File: src/rtl/cic_interpolator.sv
// CIC interpolator: pipelined low-rate comb chain, zero-stuffing by INTERPOLATION,
// high-rate integrator chain, then round-half-up, saturate and register the output.
module cic_interpolator #(
  parameter int STAGES        = 3,
  parameter int INTERPOLATION = 16,
  parameter int IN_WIDTH      = 18,
  parameter int OUT_WIDTH     = IN_WIDTH,
  parameter int ACC_WIDTH     = IN_WIDTH + STAGES*$clog2(INTERPOLATION)
) (
  input  logic                        clock,
  input  logic                        reset,
  input  logic                        out_strobe,
  output logic                        in_strobe,
  input  logic signed [IN_WIDTH-1:0]  in_data,
  output logic signed [OUT_WIDTH-1:0] out_data
);

  localparam int LOG_R = $clog2(INTERPOLATION);
  localparam int SHIFT = (STAGES-1)*LOG_R;

  localparam logic signed [ACC_WIDTH:0] OUT_MAX =
    {{(ACC_WIDTH-OUT_WIDTH+2){1'b0}}, {(OUT_WIDTH-1){1'b1}}};
  localparam logic signed [ACC_WIDTH:0] OUT_MIN =
    {{(ACC_WIDTH-OUT_WIDTH+2){1'b1}}, {(OUT_WIDTH-1){1'b0}}};

  logic [LOG_R-1:0]            phase_q, phase_d;
  logic signed [ACC_WIDTH-1:0] comb_q  [STAGES];
  logic signed [ACC_WIDTH-1:0] comb_d  [STAGES];
  logic signed [ACC_WIDTH-1:0] dly_q   [STAGES];
  logic signed [ACC_WIDTH-1:0] dly_d   [STAGES];
  logic signed [ACC_WIDTH-1:0] integ_q [STAGES];
  logic signed [ACC_WIDTH-1:0] integ_d [STAGES];
  logic signed [OUT_WIDTH-1:0] out_q, out_d;
  logic                        in_strobe_q, in_strobe_d;
  logic                        capture;
  logic signed [ACC_WIDTH-1:0] in_ext;
  logic signed [ACC_WIDTH-1:0] upsamp;
  logic signed [ACC_WIDTH:0]   rnd;

  assign capture = out_strobe && (phase_q == '0);
  assign in_ext  = {{(ACC_WIDTH-IN_WIDTH){in_data[IN_WIDTH-1]}}, in_data};
  assign upsamp  = (phase_q == '0) ? comb_q[STAGES-1] : '0;

  // Array index k holds comb stage k+1; dly_q[k] is the previous input of that stage.
  always_comb begin
    comb_d = comb_q;
    dly_d  = dly_q;
    if (capture) begin
      comb_d[0] = in_ext - dly_q[0];
      dly_d[0]  = in_ext;
      for (int unsigned k = 1; k < STAGES; k++) begin
        comb_d[k] = comb_q[k-1] - dly_q[k];
        dly_d[k]  = comb_q[k-1];
      end
    end
  end

  always_comb begin
    integ_d = integ_q;
    phase_d = phase_q;
    if (out_strobe) begin
      phase_d    = phase_q + 1'b1;
      integ_d[0] = integ_q[0] + upsamp;
      for (int unsigned k = 1; k < STAGES; k++) begin
        integ_d[k] = integ_q[k] + integ_q[k-1];
      end
    end
  end

  generate
    if (SHIFT > 0) begin : g_round
      logic signed [ACC_WIDTH-1:0] shifted;
      assign shifted = integ_q[STAGES-1] >>> SHIFT;
      assign rnd = {shifted[ACC_WIDTH-1], shifted}
                 + {{ACC_WIDTH{1'b0}}, integ_q[STAGES-1][SHIFT-1]};
    end else begin : g_noround
      assign rnd = {integ_q[STAGES-1][ACC_WIDTH-1], integ_q[STAGES-1]};
    end
  endgenerate

  always_comb begin
    out_d = out_q;
    if (out_strobe) begin
      if (rnd > OUT_MAX) begin
        out_d = OUT_MAX[OUT_WIDTH-1:0];
      end else if (rnd < OUT_MIN) begin
        out_d = OUT_MIN[OUT_WIDTH-1:0];
      end else begin
        out_d = rnd[OUT_WIDTH-1:0];
      end
    end
  end

  assign in_strobe_d = capture;

  always_ff @(posedge clock or posedge reset) begin
    if (reset) begin
      phase_q     <= '0;
      comb_q      <= '{default: '0};
      dly_q       <= '{default: '0};
      integ_q     <= '{default: '0};
      out_q       <= '0;
      in_strobe_q <= 1'b0;
    end else begin
      phase_q     <= phase_d;
      comb_q      <= comb_d;
      dly_q       <= dly_d;
      integ_q     <= integ_d;
      out_q       <= out_d;
      in_strobe_q <= in_strobe_d;
    end
  end

  assign out_data  = out_q;
  assign in_strobe = in_strobe_q;

endmodule

File: config.mk
export PLATFORM = sky130hd
export DESIGN_NAME = cic_interpolator
export DESIGN_NICKNAME = d
export VERILOG_FILES = /design/src/rtl/cic_interpolator.sv
export SDC_FILE = /design/constraint.sdc
export NUM_CORES = 1
export LEC_CHECK = 0
export CORE_MARGIN = 2
export CORE_UTILIZATION = 38
export DETAILED_ROUTE_END_ITERATION = 7
export GPL_ROUTABILITY_DRIVEN = 0
export PLACE_DENSITY = 0.65
export SYNTH_ARGS = -nofsm -noshare
export SYNTH_HDL_FRONTEND = slang
export SYNTH_SLANG_ARGS = --single-unit
export TNS_END_PERCENT = 1
File: constraint.sdc
create_clock -name clock -period 11.1 [get_ports clock]
set_clock_uncertainty 0.05 [all_clocks]
set_input_delay 1.665 -clock clock [delete_from_list [all_inputs] [get_ports clock]]
set_output_delay 1.665 -clock clock [all_outputs]
set_load 0.1 [all_outputs]
==> flow_metrics.tcl <==
set metrics [dict create \
    path_clk_slew_ns 0.06 \
    clockBufferDepth 3 \
    yosysWarnings 0 \
    avgSynthCellArea_um2 9.151 \
    cts_resized 0 \
    area_delta_synth_final_pct 12.15 \
    timing.setup.tns_ns 0 \
    fin_crit_ns 4.314 \
    path_max_fanout 3 \
    grt_util_met3 0.02086 \
    antennaDiodeCount 0 \
    fp-row-count 77 \
    netlist_top_cells_count "259 x dfrtp_1, 225 x nand2_1, 178 x o21ai_0, 157 x ha_1, 122 x a21oi_1" \
    numCtsBuffers 30 \
    start_kind "input port" \
    met1_usage 0.1790 \
    drc_errors 0 \
    syn_nets 2047 \
    worst_ep_required_time_ns 11.47 \
    end_kind "flip-flop" \
    fin_hold_ws_ns 0.4176 \
    grt_max_degree 121 \
    relSlewSlack 0.3062 \
    post-dp-hpwl_um 23690 \
    ys_async_sr_fraction 1.000 \
    setup_viol 0 \
    dr.pass1.iters 5 \
    slowest_delay_ns 0.50 \
    via_per_inst 5.077 \
    finalWorstSetupSlack_ns 6.786 \
    fmax_ghz 0.2318 \
    grt_first_pass_wirelength_um 57820 \
    dp_slack_ns 6.258 \
    rsz0062_at_grt "false" \
    ios 40 \
    cp_slowest_cell "o31ai_1" \
    slew_violations 0 \
    yosys_register_bits 259 \
    use_met2 0.2581 \
    max_cap_violations 0 \
    clk_latency_ns 0.56 \
    status "finished clean" \
    antenna_found_initial 0 \
    hold_path_class "flip-flop to flip-flop" \
    track_usage 0.1432 \
    synth_area_leaders "dfrtp_1 38%, ha_1 12%, o21ai_0 5.2%" \
    cts-hold-fix-buffers 0 \
    yosysMostFrequentCell "dfrtp_1" \
    drive_above_1_share 0.07966 \
    synth_area_um2 17050 \
    wl_um 32930 \
    detailroute.via_count 12693 \
    core_area_um2 44220 \
    crit_chain "clkdlybuf4s50_1 -> ha_1 -> nor2b_1 -> o21ai_1 -> a21oi_1 -> o21ai_1 -> a21oi_1 -> o31ai_1 -> nor2_1 -> or3_1 -> a31oi_1 -> xor2_1 -> o21ai_0" \
    max_slew.worst_pin.slew_ns 1.041 \
    fp.dieH_um 215.8 \
    wl_per_cell_um 13.17 \
    cts_root_buffer "clkbuf_16" \
    drt_iter0_markers 512 \
    start_util 0.3855 \
    overflow 0 \
    arrival_ns 4.68 \
    ant_nets 0 \
    clock_sinks 259 \
    finalHoldViolCount 0 \
    cts_tree "done" \
    ys_types 72 \
    numPortBuffers 39 \
    syn-instance-count 1863 \
    post-cts-setup-buffers 0 \
    crit_type "input port to flip-flop" \
    busiest_layer "met2" \
    post-route-period-util 0.3887 \
    dieArea_um2 46580 \
    die_w_um 215.8 \
    synth_top_area_share 0.3802 \
    synth_edf_count 0 \
    synth_top_area_cell "dfrtp_1" \
    nNetsFinal 2068 \
    grt_pass1_vias 12554 \
    synth_flop_cell "dfrtp_1" \
    fill_cells 4259 \
    synth-seq-area-share 0.3802 \
    cts-htree-levels 1 \
]
[critical path: cells and delay by family]
kind | cells | cell delay (ns)
compound gates | 7 | 1.37
simple gates | 3 | 0.73
buf+inv | 1 | 0.46
fa+ha+maj | 1 | 0.32
xor+xnor | 1 | 0.15
[metal layers]
layer,wire [um],vias to the layer above
met2,15720,149
met1,15610,5874
met5,0,-
li1,-,6620
met4,698,0
met3,905,50
[final timing paths]
| check | start | to | slack, ns | cells past startpoint |
|---|---|---|---|---|
| max | in_data[1] | comb_q[77]$_DFFE_PP0P_ | 6.79 | 13 |
| max in group asynchronous | reset | integ_q[59]$_DFFE_PP0P_ | 7.91 | 3 |
| min in group asynchronous | reset | comb_q[1]$_DFFE_PP0P_ | 1.64 | 2 |
| max reg2reg | phase_q[0]$_DFFE_PP0P_ | integ_q[88]$_DFFE_PP0P_ | 6.82 | 19 |
| min | comb_q[2]$_DFFE_PP0P_ | comb_q[2]$_DFFE_PP0P_ | 0.42 | 2 |
| min reg2reg | comb_q[2]$_DFFE_PP0P_ | comb_q[2]$_DFFE_PP0P_ | 0.42 | 2 |
[kinds of logic after synthesis]
| logic type | Yosys count | synth area share |
|---|---|---|
| xor+xnor | 141 | 0.07244 |
| fa+ha+maj | 163 | 0.1223 |
| compound gates | 549 | 0.2026 |
| simple gates | 504 | 0.1379 |
| buf+inv | 178 | 0.03926 |
| mux | 69 | 0.04543 |
| flops | 259 | 0.3802 |
[through the flow]
step	utilization	instance area (um2)	instances
final	0.4324	19120	2500
after global routing	0.4324	19120	2500
after CTS	0.4324	19120	2500
after detailed placement	0.4079	18040	2444
after global placement	0.4079	18040	2444
after floorplan	-	17050	1863
[area by class of cell]
cell class,count,area (um2),share of cell area
Inverter,121,464.2,0.02428
Timing Repair Buffer,46,440.4,0.02303
Clock buffer,43,890.9,0.04659
Clock inverter,13,192.7,0.01008
Sequential cell,259,6481,0.3390
Tap cell,592,740.7,0.03874
Multi-Input combinational cell,1426,9911,0.5183
[flip-flops by register name, indices dropped and copies added, names as in the netlist]
name             count
in_strobe            1
phase_q              4
g_round.shifted     22
dly_q               67
comb_q              79
integ_q             68
out_data            18
[layout by cell type, fill, tap and decap left out, types with 8 or more instances in the layout]
cell and instances:
xor2_1 53, clkdlybuf4s50_1 38, nor3_1 21, o31a_1 8, dfrtp_1 259, nand2_1 224
o31ai_1 15, buf_4 8, nand4_1 10, a211o_1 8, a21boi_0 19, xnor2_1 88
o21ai_1 27, and3_1 17, a21o_1 48, clkbuf_16 31, o21a_1 25, mux2_2 67
and2_1 31, nand2b_1 21, inv_1 118, o211ai_1 15, or3_1 11, nor2b_1 21
nor2_1 92, o21ai_0 178, a21oi_1 122, ha_1 157, o21bai_1 16, a211oi_1 18
nand3_1 27, a31oi_1 11
Power is left out: the tool's default activity adds up to more than one toggle a clock period on the data nets, which glitch-free logic cannot reach.
